--- src/rtl/hazard_scoreboard.sv ---
// ---------------------------------------------------------------------------
// hazard_scoreboard
//
// Hazard unit for the scalar/vector 5-stage pipeline. It provides:
//   - M/W operand forwarding in E for both register files
//   - M forwarding into the decode-stage branch comparator (scalar only)
//   - load-use and branch stalls
//   - a multicycle-unit tracker: IDLE/RUN/WB FSM with a latency countdown,
//     one pending-write scoreboard per register file and a structural stall
//     when a second multicycle op reaches E while the unit is still running
//   - a saturating count of cycles in which fetch was stalled
//
// Ports
//   clk, rst_n                    clock, asynchronous active-low reset
//   rsD, rtD, rsE, rtE            source registers in D and E
//   vsrcD, vsrcE                  D/E sources are vector registers
//   writeregE/M/W                 destination registers in E/M/W
//   regwriteE/M/W, VregwriteE/M/W scalar / vector write enables
//   memtoregE, memtoregM          load in E / M
//   branchD                       branch type in D (nonzero = branch)
//   mc_issueE, mc_latE, mc_vecE   multicycle op in E, its latency, vector dest
//   forwardaD, forwardbD          branch operand forward from M
//   forwardaE/bE, VforwardaE/bE   operand select: 10 = M, 01 = W, 00 = RF
//   stallF..stallW, flushE        pipeline control
//   mc_busy, mc_done              unit not idle / one pulse per writeback
//   mc_dest, mc_dest_vec          destination of the in-flight op
//   stall_cycles                  saturating count of stallF cycles
//
// Handshake: a multicycle op is accepted on the clock edge where
// mc_issueE=1 and stallE=0 (in IDLE or WB). While RUN, a new mc_issueE
// raises stallE so the op is held in E until the unit reaches WB.
// ---------------------------------------------------------------------------
module hazard_scoreboard #(
  parameter int REG_AW         = 5,
  parameter int LAT_W          = 4,
  parameter int CNT_W          = 16,
  parameter int ZERO_HARDWIRED = 1
) (
  input  logic              clk,
  input  logic              rst_n,
  input  logic [REG_AW-1:0] rsD,
  input  logic [REG_AW-1:0] rtD,
  input  logic [REG_AW-1:0] rsE,
  input  logic [REG_AW-1:0] rtE,
  input  logic              vsrcD,
  input  logic              vsrcE,
  input  logic [REG_AW-1:0] writeregE,
  input  logic [REG_AW-1:0] writeregM,
  input  logic [REG_AW-1:0] writeregW,
  input  logic              regwriteE,
  input  logic              regwriteM,
  input  logic              regwriteW,
  input  logic              VregwriteE,
  input  logic              VregwriteM,
  input  logic              VregwriteW,
  input  logic              memtoregE,
  input  logic              memtoregM,
  input  logic [1:0]        branchD,
  input  logic              mc_issueE,
  input  logic [LAT_W-1:0]  mc_latE,
  input  logic              mc_vecE,
  output logic              forwardaD,
  output logic              forwardbD,
  output logic [1:0]        forwardaE,
  output logic [1:0]        forwardbE,
  output logic [1:0]        VforwardaE,
  output logic [1:0]        VforwardbE,
  output logic              stallF,
  output logic              stallD,
  output logic              stallE,
  output logic              stallM,
  output logic              stallW,
  output logic              flushE,
  output logic              mc_busy,
  output logic              mc_done,
  output logic [REG_AW-1:0] mc_dest,
  output logic              mc_dest_vec,
  output logic [CNT_W-1:0]  stall_cycles
);

  localparam int NREG = 1 << REG_AW;
  localparam bit ZH   = (ZERO_HARDWIRED != 0);

  typedef enum logic [1:0] {
    IDLE = 2'd0,
    RUN  = 2'd1,
    WB   = 2'd2
  } state_e;

  state_e            state_q, state_d;
  logic [LAT_W-1:0]  cnt_q, cnt_d;
  logic [REG_AW-1:0] dest_q, dest_d;
  logic              dest_vec_q, dest_vec_d;
  logic [NREG-1:0]   sb_s_q, sb_s_d;
  logic [NREG-1:0]   sb_v_q, sb_v_d;
  logic              done_q;
  logic [CNT_W-1:0]  stall_cnt_q;

  // The vector E-stage write enable does not take part in any hazard term;
  // branches only compare scalar registers.
  logic unused_vregwrite_e;
  assign unused_vregwrite_e = VregwriteE;

  // Scalar r0 is hardwired to zero when ZH is set, so it never matches.
  logic live_rsE, live_rtE, live_rsD, live_rtD;
  assign live_rsE = !(ZH && (rsE == '0));
  assign live_rtE = !(ZH && (rtE == '0));
  assign live_rsD = !(ZH && (rsD == '0));
  assign live_rtD = !(ZH && (rtD == '0));

  // ------------------------------------------------------------------
  // E-stage operand forwarding (M has priority over W)
  // ------------------------------------------------------------------
  always_comb begin
    forwardaE  = 2'b00;
    forwardbE  = 2'b00;
    VforwardaE = 2'b00;
    VforwardbE = 2'b00;
    if (!vsrcE) begin
      if (live_rsE && regwriteM && (rsE == writeregM))      forwardaE = 2'b10;
      else if (live_rsE && regwriteW && (rsE == writeregW)) forwardaE = 2'b01;
      if (live_rtE && regwriteM && (rtE == writeregM))      forwardbE = 2'b10;
      else if (live_rtE && regwriteW && (rtE == writeregW)) forwardbE = 2'b01;
    end else begin
      if (VregwriteM && (rsE == writeregM))      VforwardaE = 2'b10;
      else if (VregwriteW && (rsE == writeregW)) VforwardaE = 2'b01;
      if (VregwriteM && (rtE == writeregM))      VforwardbE = 2'b10;
      else if (VregwriteW && (rtE == writeregW)) VforwardbE = 2'b01;
    end
  end

  assign forwardaD = !vsrcD && (rsD != '0) && regwriteM && (rsD == writeregM);
  assign forwardbD = !vsrcD && (rtD != '0) && regwriteM && (rtD == writeregM);

  // ------------------------------------------------------------------
  // Hazard terms
  // ------------------------------------------------------------------
  logic lwstall, branchstall, sbstall, mcfwdstall, structstall, stall_any;
  logic [NREG-1:0] pend_s, pend_v;

  assign lwstall = memtoregE && ((rsD == writeregE) || (rtD == writeregE));

  assign branchstall = (branchD != 2'b00) &&
                       ((regwriteE && ((writeregE == rsD) || (writeregE == rtD))) ||
                        (memtoregM && ((writeregM == rsD) || (writeregM == rtD))));

  // During WB the result is being written into the register file, so its
  // pending bit is already hidden from D even though it clears on the edge
  // leaving WB. That lets a new issue to the same register re-set the bit
  // on that edge without any set/clear conflict.
  always_comb begin
    pend_s = sb_s_q;
    pend_v = sb_v_q;
    if (state_q == WB) begin
      if (dest_vec_q) pend_v[dest_q] = 1'b0;
      else            pend_s[dest_q] = 1'b0;
    end
  end

  always_comb begin
    if (vsrcD) sbstall = pend_v[rsD] | pend_v[rtD];
    else       sbstall = (pend_s[rsD] & live_rsD) | (pend_s[rtD] & live_rtD);
  end

  assign mcfwdstall  = mc_issueE && (mc_vecE == vsrcD) &&
                       ((writeregE == rsD) || (writeregE == rtD));
  assign structstall = mc_issueE && (state_q == RUN);
  assign stall_any   = lwstall | branchstall | sbstall | mcfwdstall | structstall;

  assign stallF = stall_any;
  assign stallD = stall_any;
  assign stallE = structstall;
  assign stallM = structstall;
  assign stallW = structstall;
  assign flushE = stall_any & ~structstall;

  // ------------------------------------------------------------------
  // Multicycle tracker
  // ------------------------------------------------------------------
  logic             accept;
  logic [LAT_W-1:0] lat_m1;

  assign accept = mc_issueE && !structstall && (state_q != RUN);
  // A latency of 0 behaves like 1.
  assign lat_m1 = (mc_latE == '0) ? '0 : (mc_latE - LAT_W'(1));

  always_comb begin
    state_d    = state_q;
    cnt_d      = cnt_q;
    dest_d     = dest_q;
    dest_vec_d = dest_vec_q;
    sb_s_d     = sb_s_q;
    sb_v_d     = sb_v_q;
    case (state_q)
      RUN: begin
        if (cnt_q == '0) state_d = WB;
        else             cnt_d   = cnt_q - LAT_W'(1);
      end
      WB: begin
        state_d = IDLE;
        if (dest_vec_q) sb_v_d[dest_q] = 1'b0;
        else            sb_s_d[dest_q] = 1'b0;
      end
      default: ;
    endcase
    // Applied after the WB clear so a back-to-back issue to the same
    // register keeps its bit set.
    if (accept) begin
      dest_d     = writeregE;
      dest_vec_d = mc_vecE;
      cnt_d      = lat_m1;
      if (mc_vecE) sb_v_d[writeregE] = 1'b1;
      else         sb_s_d[writeregE] = 1'b1;
      state_d    = (lat_m1 == '0) ? WB : RUN;
    end
  end

  always_ff @(posedge clk or negedge rst_n) begin
    if (!rst_n) begin
      state_q     <= IDLE;
      cnt_q       <= '0;
      dest_q      <= '0;
      dest_vec_q  <= 1'b0;
      sb_s_q      <= '0;
      sb_v_q      <= '0;
      done_q      <= 1'b0;
      stall_cnt_q <= '0;
    end else begin
      state_q    <= state_d;
      cnt_q      <= cnt_d;
      dest_q     <= dest_d;
      dest_vec_q <= dest_vec_d;
      sb_s_q     <= sb_s_d;
      sb_v_q     <= sb_v_d;
      done_q     <= (state_d == WB);
      if (stall_any && (stall_cnt_q != '1)) stall_cnt_q <= stall_cnt_q + CNT_W'(1);
    end
  end

  assign mc_busy      = (state_q != IDLE);
  assign mc_done      = done_q;
  assign mc_dest      = dest_q;
  assign mc_dest_vec  = dest_vec_q;
  assign stall_cycles = stall_cnt_q;

endmodule

--- config.mk ---
export PLATFORM = sky130hd
export DESIGN_NAME = hazard_scoreboard
export DESIGN_NICKNAME = d
export VERILOG_FILES = /design/src/rtl/hazard_scoreboard.sv
export SDC_FILE = /design/constraint.sdc
export NUM_CORES = 1
export LEC_CHECK = 0
export ABC_AREA = 1
export CAP_MARGIN = 40
export CELL_PAD_IN_SITES_DETAIL_PLACEMENT = 1
export CELL_PAD_IN_SITES_GLOBAL_PLACEMENT = 1
export CORE_ASPECT_RATIO = 1.25
export CORE_MARGIN = 2
export CORE_UTILIZATION = 39
export DETAILED_ROUTE_END_ITERATION = 12
export PLACE_DENSITY_LB_ADDON = 0.1
export SETUP_SLACK_MARGIN = 0.5
export SKIP_LAST_GASP = 1
export SYNTH_ARGS = -nofsm -noshare
export SYNTH_HDL_FRONTEND = slang
export SYNTH_SLANG_ARGS = --single-unit
--- constraint.sdc ---
create_clock -name clk -period 3.59 [get_ports clk]
set_clock_uncertainty 0.1 [all_clocks]
set_input_delay 0.5385 -clock clk [delete_from_list [all_inputs] [get_ports clk]]
set_output_delay 0.5385 -clock clk [all_outputs]
set_load 0.05 [all_outputs]
==> flow_metrics.tcl, run 1 <==
set metrics [dict create \
    status "finished clean" \
    grt.total_usage 0.329 \
    timing.final.crit_share 0.963 \
    maxSlewHeadroom 0.389 \
    cts-root-buf "clkbuf_16" \
    peakVddDrop_v 0.000452 \
    area_delta_synth_final_pct 35.4 \
    wl_per_cell_um 22.1 \
    fin_crit_ns 3.46 \
    avgSynthCellArea_um2 6.59 \
    end_kind "primary output" \
    io_pins 95 \
    worstSetupStartpointType "register" \
    hold_buffers 0 \
    yosys_most_used_dff "dfrtp_1" \
    grt_start_max_net_pins 54 \
    path_max_fanout 15 \
    synth-compound-area-share 0.125 \
    drt_pass1_iterations 5 \
    yosys.area_share.simple 0.401 \
    nFillCells 2191 \
    antenna_found_initial 0 \
    synth_top_family_by_area "simple AND/OR/NAND/NOR gates" \
    synthXorXnorAreaFrac 0.0401 \
    cp_slowest_cell "dfrtp_1" \
    synthMuxAreaShare 0 \
    maxSlewViolCount 0 \
    num_rows 53 \
    dp_hpwl_um 21200 \
    clock-sinks 93 \
    utilization 0.542 \
    synth_nets 1086 \
    worst_path_largest_cell_delay_ns 0.39 \
    hold_violations 0 \
    r2r_setup_slack_ns 0.61 \
    crit_type "reg2out" \
    r2r_cells 20 \
    fmax_ghz 0.289 \
    rsz0062_at_grt "true" \
    port_buffers 93 \
    setup_viol_count_final 0 \
    cellPowerDensity_nw_per_um2 580 \
    grt_pass1_wl_um 45400 \
    crit_path_frequent_cell "nand2_1" \
    dp.cells 1336 \
    drt_iter0_drc 446 \
    n_antenna_cell 0 \
    cp_cell_sequence "inv_2, ha_4, nand2_4, inv_4, buf_12, nand2_1, nand2_1, nor2_1, nor2_2, nand2_1, nand3_2, nand3_1, nand2_2, nand2_4, a21oi_4, nand3_4, buf_12" \
    drc 0 \
    synth.distinct_cells 46 \
    die_h_um 151 \
    r2r_end "stall_cycles[4]" \
    via_count 7950 \
    synth_cells 1026 \
    grt.busiest_layer "met2" \
    cts_tree "done" \
    clk_latency_ns 0.37 \
    grt.overflow.total 0 \
    power.leakage_nw 4.07 \
    chipWidth_um 122 \
    hold_path_class "in2async" \
    synthArstFlopShare 1.00 \
    r2r_start "state_q[0]" \
    grtUsageMet1 0.369 \
    synth_edf_count 0 \
    dieArea_um2 18400 \
    routed_wl_um 30500 \
    cts.clk_slew.worst_paths_ns 0.08 \
    fin_cells 1376 \
    synth_warnings 0 \
    final_common_cell "nand2_1" \
    final.setup.worst_slack_ns 0.131 \
    cp.required_ns 2.95 \
    worstMarginPinSlew_ns 0.910 \
    synth_area_um2 6760 \
    grt_pass1_vias 8227 \
    crit_family "simple AND/OR/NAND/NOR gates" \
    htreeDepth 3 \
    synth-seq-area-share 0.344 \
    arrival_ns 2.82 \
    nets 1211 \
    met2_usage 0.580 \
    maxCapViolCount 0 \
    numCtsBuffers 9 \
    initial_core_util 0.400 \
    layout_common_cells "nand2_1 (298), nand3_1 (112), dfrtp_1 (87)" \
    use_met3 0.0520 \
    cp_num_buf_inv 4 \
    avgViaCountPerCell 5.78 \
    cts_buffer_depth 2 \
    gp_congestion 0.951 \
    fp.coreArea_um2 16900 \
    drtAntennaViolNets 0 \
    ys_seq_elements 93 \
    drive_gt1_frac 0.201 \
    synth_fa_ha_area_frac 0.00925 \
    pre_cts_ws_ns 0.0834 \
]
==> routing by layer <==
metal / vias to the layer above / wire length (µm)
li1: 3612 / -
met1: 3864 / 11500
met2: 347 / 15100
met3: 127 / 1920
met4: 0 / 1860
met5: - / 0
==> synth_stat cells, types with 2 or more instances <==
cell	number	area, µm²
o21ai_0	81	405
ha_1	5	62.6
buf_2	20	100
nand3_2	5	50.1
and3_1	2	12.5
o2111ai_1	3	26.3
nand4_1	6	37.5
nor2_1	84	315
buf_4	3	22.5
a211oi_1	5	37.5
o22ai_1	9	56.3
nor2_2	10	62.6
a221oi_1	2	17.5
xor2_1	12	105
or2_2	2	12.5
inv_2	8	30.0
dfrtp_1	93	2330
o21ai_2	4	35.0
nand2_1	328	1230
nor4_1	6	37.5
a21boi_0	3	22.5
nand3b_1	2	15.0
clkinv_1	2	7.51
o221ai_1	2	17.5
nand3_1	137	686
o21ai_1	3	15.0
xnor2_1	19	166
a21boi_1	3	22.5
nor3_1	20	100
o21bai_1	7	52.6
inv_1	81	304
a21oi_1	14	70.1
clkbuf_1	16	60.1
nand2_2	17	106
==> metrics by stage <==
stage	instance area, µm²	hold slack [ns]	setup TNS, ns	total power [mW]
4_1_cts	8810	0.0924	0	5.09
3_5_place_dp	8160	0.401	0	3.93
2_1_floorplan	6800	0.143	0	3.06
5_1_grt	9160	0.115	-0.0338	5.58
6_report	9160	0.0657	0	5.31
3_3_place_gp	8160	0.388	0	3.88
==> how the worst max path moves through the flow <==
| stage | to | start | cells after the start | slack, ns |
|---|---|---|---|---|
| 2_1_floorplan | stallF | state_q[0] | 18 | 0.57 |
| 3_3_place_gp | stallF | rsD[0] | 14 | 0.11 |
| 3_5_place_dp | stallF | rsD[0] | 14 | 0.08 |
| 4_1_cts | flushE | state_q[1] | 17 | 0.18 |
| 5_1_grt | stallF | state_q[0] | 17 | -0.02 |
| 6_report | stallF | state_q[0] | 17 | 0.13 |
==> cell families (layout without fill, tap and decap cells) <==
kind of cell    after synthesis  count (layout)
xor+xnor                     31              31
buf+inv                     131             261
simple gates                623             623
flops                        93              93
compound gates              143             143
fa+ha+maj                     5               5
==> where the power goes <==
part           internal, mW  switching [mW]  total, mW  leakage [nW]
logic                 0.949            1.79       2.74          2.97
registers              1.37           0.262       1.63         0.972
clock network         0.476           0.465      0.940         0.129
total                  2.79            2.52       5.31          4.07
==> timing repair <==
item / CTS / global route
cloned: 3 / 2
resized for setup: 49 / 68
buffers inserted: 11 / 8
endpoints found under the setup margin: 8 / 23
pin swaps: 22 / 39
==> final cells by class <==
| class | count | area [µm²] | share of cell area |
|---|---|---|---|
| tap | 220 | 275 | 0.0301 |
| inverter | 91 | 350 | 0.0383 |
| timing repair buffer | 154 | 1610 | 0.176 |
| clock inverter | 6 | 46.3 | 0.00505 |
| multi-input combinational | 802 | 4310 | 0.471 |
| clock buffer | 10 | 229 | 0.0250 |
| sequential | 93 | 2330 | 0.255 |
==> state kept, by name, summed over array words and instances (netlist names) <==
signal and cells:
mc_dest_vec 1, mc_dest 5, mc_done 1, cnt_q 4, state_q 2, sb_s_q 32, sb_v_q 32, stall_cycles 16
(Power assumes the default switching activity.)
==> run 2, diff against run 1 <==
Settings changed: MAX_ROUTING_LAYER set to met4.
==> flow_metrics.tcl, run 2 (synthesis results as in run 1) <==
set metrics [dict create \
    nets 1216 \
    crit_type "reg2out" \
    hold_buffers 0 \
    hold_violations 0 \
    grt_pass1_vias 8294 \
    dp.cells 1341 \
    worstSetupStartpointType "register" \
    r2r_start "state_q[0]" \
    grt.overflow.total 0 \
    maxSlewViolCount 0 \
    status "finished clean" \
    path_max_fanout 6 \
    gp_congestion 0.976 \
    area_delta_synth_final_pct 34.3 \
    place_area_um2 8180 \
    seq_area_um2 2330 \
    worstMarginPinSlew_ns 0.918 \
    final_common_cell "nand2_1" \
    maxSlewHeadroom 0.383 \
    rsz0062_at_grt "true" \
    cts-root-buf "clkbuf_16" \
    clk_latency_ns 0.37 \
    pre_cts_ws_ns 0.0529 \
    die_h_um 151 \
    n_antenna_cell 0 \
    antenna_found_initial 0 \
    p_clk_frac 0.189 \
    end_kind "primary output" \
    p_switching_mw 2.53 \
    htreeDepth 3 \
    tns_ns 0 \
    utilization 0.537 \
    multiInputGateArea_um2 4260 \
    peakVddDrop_v 0.000536 \
    cp_cell_sequence "inv_2, ha_4, nand2_4, inv_6, buf_12, buf_8, nand2_1, nand2_2, nor2_1, nor2_1, nand2_1, nand3_2, nand3_1, nand2_1, nand2_2, a21oi_4, nand3_4, buf_12" \
    numCtsBuffers 9 \
    drt_iter0_drc 441 \
    grt_pass1_wl_um 45800 \
    io_pins 95 \
    r2r_cells 22 \
    worst_hold_slack_ns 0.0665 \
    combPwrFrac 0.505 \
    grt.total_usage 0.342 \
    fp.coreArea_um2 16900 \
    initial_core_util 0.400 \
    maxCapViolCount 0 \
    worst_path_largest_cell_delay_ns 0.40 \
    port_buffers 93 \
    fin_cells 1381 \
    p_int_mw 2.79 \
    r2r_setup_slack_ns 0.54 \
    drt_pass1_iterations 5 \
    cts_buffer_depth 2 \
    num_rows 53 \
    cellPowerDensity_nw_per_um2 586 \
    clock-sinks 93 \
    setup_viol_count_final 0 \
    layout_common_cells "nand2_1 (298), nand3_1 (118), dfrtp_1 (87)" \
    fin_total_pwr_mw 5.32 \
    cts.clk_slew.worst_paths_ns 0.08 \
    grt_start_max_net_pins 54 \
    final.setup.worst_slack_ns 0.169 \
    nFillCells 2174 \
    timing.final.crit_share 0.953 \
    cp_slowest_cell "dfrtp_1" \
    cp.required_ns 2.95 \
    fmax_ghz 0.292 \
    switching_share 0.475 \
    routed_wl_um 29700 \
    dieArea_um2 18400 \
    dp_hpwl_um 21800 \
    hold_path_class "in2async" \
    design_area_um2 9080 \
    drc 0 \
    crit_path_frequent_cell "nand2_1" \
    r2r_end "stall_cycles[13]" \
    power.leakage_nw 4.07 \
    avgViaCountPerCell 5.70 \
    cts_tree "done" \
    drtAntennaViolNets 0 \
    drive_gt1_frac 0.196 \
    wl_per_cell_um 21.5 \
    p_seq_frac 0.306 \
    fin_crit_ns 3.42 \
    arrival_ns 2.78 \
    via_count 7869 \
    chipWidth_um 122 \
]
[run 2: how the worst max path moves through the flow]
stage                     endpoint  startpoint  slack, ns
after floorplan             stallF  state_q[0]       0.57
after global placement      stallF      rsD[0]       0.12
after detailed placement    stallF      rsD[0]       0.05
after CTS                   stallF  state_q[0]       0.24
after global routing        stallF  state_q[0]       0.05
final                       stallF  state_q[0]       0.17
[run 2: power by group through the flow]
stage	registers [mW]	clock network [mW]	logic, mW
after detailed placement	1.62	0	2.32
after global routing	1.67	1.07	2.89
after floorplan	1.81	0	1.24
final	1.63	1.01	2.69
after CTS	1.61	1.02	2.60
after global placement	1.60	0	2.28
[run 2: layer usage]
layer / wire length [µm] / global-route usage / up-vias
met4: 2010 / 0.214 / 0
li1: - / - / 3622
met3: 1540 / 0.0535 / 118
met2: 14700 / 0.583 / 288
met5: 0 / - / -
met1: 11500 / 0.371 / 3841
[run 2: final cells by class]
class / count / share of cell area
multi-input combinational: 802 / 0.469
sequential: 93 / 0.257
timing repair buffer: 159 / 0.172
clock inverter: 7 / 0.00841
clock buffer: 9 / 0.0248
inverter: 91 / 0.0384
tap: 220 / 0.0303
[run 2: timing repair]
action | 4_1_cts | 5_1_grt
setup endpoints to repair | 20 | 24
buffers inserted | 20 | 4
gates resized for setup | 81 | 26
pin swaps | 17 | 10
[run 2: critical path, delay by kind of cell, from the launching register on]
kind	cells	cell delay, ns
AND/OR/NAND/NOR	11	0.97
buffers and inverters	5	0.64
flip-flops	1	0.40
AO/OA/AOI/OAI	1	0.21
adder cells (fa/ha/maj)	1	0.18
==> RTL change 1 (config.mk and constraints of run 1) <==
The parameter `LAT_W` goes from 4 to 3.
--- a/src/rtl/hazard_scoreboard.sv
+++ b/src/rtl/hazard_scoreboard.sv
@@ -33,5 +33,5 @@
 module hazard_scoreboard #(
   parameter int REG_AW         = 5,
-  parameter int LAT_W          = 4,
+  parameter int LAT_W          = 3,
   parameter int CNT_W          = 16,
   parameter int ZERO_HARDWIRED = 1
Ports: changed (resized mc_latE); port bits go from 95 to 94. No check against the original RTL was run, so the function may have changed too.
==> RTL change 1 against run 1 <==
Worst setup slack got worse by 0.0020 ns. Via count fell by 2.3%. Sequential cell count fell by 1. Maximum frequency barely moved. Wire length fell by 3.3%. Cell area fell by 3.1%. Power fell by 3.3%. Area after synthesis fell by 2.4%. Critical path type unchanged. Highest routed layer unchanged. Largest power group unchanged. Final cell count fell by 0.58%.
==> RTL change 1: results (changes against run 1) <==
| Metric | Value |
|---|---|
| Crit path max fanout | 8 (was 15) |
| H-tree depth reported by CTS | 3 (unchanged) |
| Ys flop type | dfrtp_1 (unchanged) |
| Total Wirelength | 29500 um (was 30500 um) |
| Leak | 4.08 nW (was 4.07 nW) |
| Yosys cell types | 39 (was 46) |
| YS warnings | 0 (unchanged) |
| Synth Net Count | 1080 (was 1086) |
| Top routing layer used | met4 (unchanged) |
| FFs w/ async S/R, synth | 1.00 (unchanged) |
| R2R depth | 22 (was 20) |
| CP max stage delay | about 0.40 ns |
| DP Area | 8030 um2 (was 8160 um2) |
| Hold Fails Final Rpt | 0 (unchanged) |
| GRT Resource Usage Total | 0.330 (was 0.329) |
| First-pass GRT wire length | 44900 um (was 45400 um) |
| Total number of vias | 7766 (was 7950) |
| Nets | 1205 (was 1211) |
| CP Data Arrival Time | 2.82 ns (about the same) |
| Share of layout cells above drive strength 1 | 0.139 (was 0.201) |
| Largest net degree at the start of global routing | 48 (was 54) |
| Sequential fraction of the synthesis area | 0.349 (was 0.344) |
| R2r endpoint | stall_cycles[11] (was stall_cycles[4]) |
| Initial antenna violation count | 0 (unchanged) |
| Hold WC Path Type | in2async (unchanged) |
| HPWL Detailed | 20900 um (was 21200 um) |
| Status | complete, no violations (unchanged) |
| RD Place Congestion | 0.941 (was 0.951) |
| Vias in the first global route | 7889 (was 8227) |
| Reg clk slew, reported paths | ~0.070 ns |
| Routed wire length on met3 | 2000 um (was 1920 um) |
| FILL cells | 2193 (was 2191) |
| I/O Buffers | 92 (was 93) |
| Slowest CP cell | dfrtp_1 (unchanged) |
| Worst-margin pin slew | 0.873 ns (was 0.910 ns) |
| Post-synth top cells | 346 x nand2_1, 137 x nand3_1, 92 x dfrtp_1, 90 x nor2_1, 82 x inv_1 (was 328 x nand2_1, 137 x nand3_1, 93 x dfrtp_1, 84 x nor2_1) |
| R2r setup slk | 0.57 ns (was 0.61 ns) |
| Iter 0 DRT Violations | 529 (was 446) |
| Metal2 WL | 14300 um (was 15100 um) |
| Cts bufs inserted | 9 (unchanged) |
| Synth top area cells | dfrtp_1 35%, nand2_1 20%, nand3_1 10% (was dfrtp_1 34%, nand2_1 18%, nand3_1 10%) |
| M1 WL | 11400 um (was 11500 um) |
| Clock Latency Late Sink | between 0.3 and 0.4 ns |
| Peak supply drop | 0.480 mV (was 0.452 mV) |
RTL change 1: power breakdown:
group          switching, W  internal [W]
combinational       0.00169      0.000938
sequential         0.000260       0.00134
clock              0.000438      0.000469
RTL change 1: kinds of logic after synthesis:
family / count (synthesis) / share of synthesized area
AO/OA/AOI/OAI: 135 / 0.118
buffers and inverters: 128 / 0.0778
XOR/XNOR: 31 / 0.0412
flip-flops: 92 / 0.349
adder cells (fa/ha/maj): 8 / 0.0152
AND/OR/NAND/NOR: 624 / 0.399
RTL change 1: how the worst max path moves through the flow:
stage	start	cells after the start	slack, ns	end
after global placement	rsD[0]	18	0.12	stall_cycles[9]
after floorplan	mc_dest[4]	17	0.50	stallF
after global routing	state_q[0]	18	-0.02	stallD
final	state_q[0]	18	0.13	stallD
after CTS	state_q[0]	18	0.21	stallD
after detailed placement	rsD[0]	18	-0.03	stall_cycles[14]
RTL change 1: timing repair:
action                                  4_1_cts  5_1_grt
pin swaps                                    12       12
buffers inserted                              9        7
endpoints found under the setup margin       23       26
resized for setup                            74       25
cloned                                        5        1
RTL change 1: per-layer routing:
metal | vias up | track usage
met4 | 0 | 0.201
met3 | 102 | 0.0514
met1 | 3749 | 0.400
met5 | - | 0
li1 | 3572 | -
met2 | 343 | 0.551
RTL change 1: cell type report:
class                      count  area (um2)  area share
multi-input combinational    799        4050       0.457
sequential                    92        2310       0.260
timing repair buffer         154        1630       0.184
inverter                      87         338      0.0381
tap                          220         275      0.0310
clock buffer                  10         229      0.0258
clock inverter                 6        38.8     0.00437
RTL change 1: per-stage QoR:
stage               worst slack [ns]  total power [W]  hold slack (ns)  setup TNS [ns]  cells
floorplan                      0.502          0.00295            0.143               0   1018
detailed placement           -0.0277          0.00383            0.396          -0.207   1330
global route                 -0.0184          0.00539            0.147         -0.0341   1368
CTS                            0.208          0.00500            0.128               0   1360
global placement               0.116          0.00378            0.382               0   1330
finish                         0.129          0.00514            0.108               0   1368
==> RTL change 2 (settings of run 1) <==
Without the edit above. Encoding of `state_e`: now one-hot (3 bits for 3 states).
--- a/src/rtl/hazard_scoreboard.sv
+++ b/src/rtl/hazard_scoreboard.sv
@@ -82,8 +82,8 @@
   localparam bit ZH   = (ZERO_HARDWIRED != 0);
 
-  typedef enum logic [1:0] {
-    IDLE = 2'd0,
-    RUN  = 2'd1,
-    WB   = 2'd2
+  typedef enum logic [2:0] {
+    IDLE = 3'b001,
+    RUN  = 3'b010,
+    WB   = 3'b100
   } state_e;
 
Check against the original RTL: no difference found for any inputs over 4 cycles, from zero or initial values and one cycle with rst_n low; so few cycles prove little.
==> RTL change 2 against run 1 <==
Wire length is 0.61% higher. Sequential share of layout area is 0.25 points lower. First-iteration DRC count is 9.9% lower. Cell area is 2.1% higher. Area after synthesis is 0.78% higher. Sequential cell count is 1 higher. Highest routed layer unchanged. Core utilization is 0.082 points lower. Power is 0.60% lower. Worst setup slack worse by 0.049 ns.
==> RTL change 2: results (changes against run 1) <==
| Metric | Value |
|---|---|
| FILL cells | 2188 (was 2191) |
| WL/cell | 21.9 um (was 22.1 um) |
| Vias in the first global route | 7998 (was 8227) |
| Share of layout cells above drive strength 1 | 0.191 (was 0.201) |
| Status | complete, no violations (unchanged) |
| Syn avg cell area | 6.52 um2 (was 6.59 um2) |
| Synth Area in Compound Gates | 0.125 (about the same) |
| Finished Layout Cells | 1398 (was 1376) |
| Total number of vias | 7927 (was 7950) |
| Post-CTS Setup Inserts | 0 (was 11) |
| Synth top area cells | dfrtp_1 34%, nand2_1 20%, nand3_1 9.4% (was dfrtp_1 34%, nand2_1 18%, nand3_1 10%) |
| Synth Area in Adders | 0.00367 (was 0.00925) |
| Proportion of synthesized area in mux cells | 0 (unchanged) |
| Post-synth top cells | 362 x nand2_1, 128 x nand3_1, 111 x nor2_1, 93 x dfrtp_1, 78 x inv_1 (was 328 x nand2_1, 137 x nand3_1, 93 x dfrtp_1, 84 x nor2_1) |
| Hold WC Path Type | in2async (unchanged) |
| Synth Net Count | 1102 (was 1086) |
| Peak supply drop | 0.539 mV (was 0.452 mV) |
| Yosys cell types | 42 (was 46) |
| XOR/XNOR share of the synthesized area | 0.0450 (was 0.0401) |
| Sequential fraction of the synthesis area | 0.345 (was 0.344) |
| I/O Buffers | 93 (unchanged) |
| Reg clk slew, reported paths | 0.08 ns (about the same) |
| Switching Fraction | 0.455 (was 0.474) |
| Crit path max fanout | 10 (was 15) |
| RD Place Congestion | 0.930 (was 0.951) |
| Slew margin rel. | 0.413 (was 0.389) |
| GRT Resource Usage Total | 0.314 (was 0.329) |
| HPWL Detailed | 20500 um (was 21200 um) |
| CP max stage delay | 0.41 ns (was 0.39 ns) |
| Synth top area share | 0.341 (was 0.344) |
| Cell Int Power | 0.00288 W (was 0.00279 W) |
| Leak | 4.32 nW (was 4.07 nW) |
| Worst path top cell family by delay | simple AND/OR/NAND/NOR gates (unchanged) |
| Nets | 1226 (was 1211) |
| CP Data Arrival Time | 2.87 ns (was 2.82 ns) |
| Root buffer cell | clkbuf_16 (unchanged) |
| Clk pwr | 0.00109 W (was 0.000940 W) |
| First-pass GRT wire length | 43300 um (was 45400 um) |
| Largest net degree at the start of global routing | 41 (was 54) |
| Iter 0 DRT Violations | 402 (was 446) |
| Comb power frac | 0.486 (was 0.516) |
| DP Area | 8210 um2 (was 8160 um2) |
| # resized after CTS | 36 (was 49) |
| Setup Slack @ Placement | 0.190 ns (was 0.0834 ns) |
RTL change 2: layout make-up:
cell class	instances	area [um2]	area share
multi-input combinational	827	4440	0.475
sequential	94	2360	0.252
timing repair buffer	156	1650	0.176
inverter	81	304	0.0325
tap	224	280	0.0300
clock buffer	10	229	0.0245
clock inverter	6	91.3	0.00976
RTL change 2: final timing paths:
check	start	to	slack, ns	cells past startpoint
worst max-delay path	state_q[1]	stallF	0.08	17
worst min-delay path	rst_n	sb_v_q[23]	0.03	1
worst max register to register	state_q[0]	stall_cycles[7]	0.56	20
worst min register to register	stall_cycles[15]	stall_cycles[15]	0.42	2
max in group asynchronous	rst_n	sb_s_q[8]	2.61	2
min in group clk	stall_cycles[15]	stall_cycles[15]	0.42	2
RTL change 2: layer usage:
layer | track usage | routed length, um
met3 | 0.0434 | 1860
met4 | 0.203 | 2080
met5 | 0 | 0
met2 | 0.547 | 15100
met1 | 0.359 | 11600
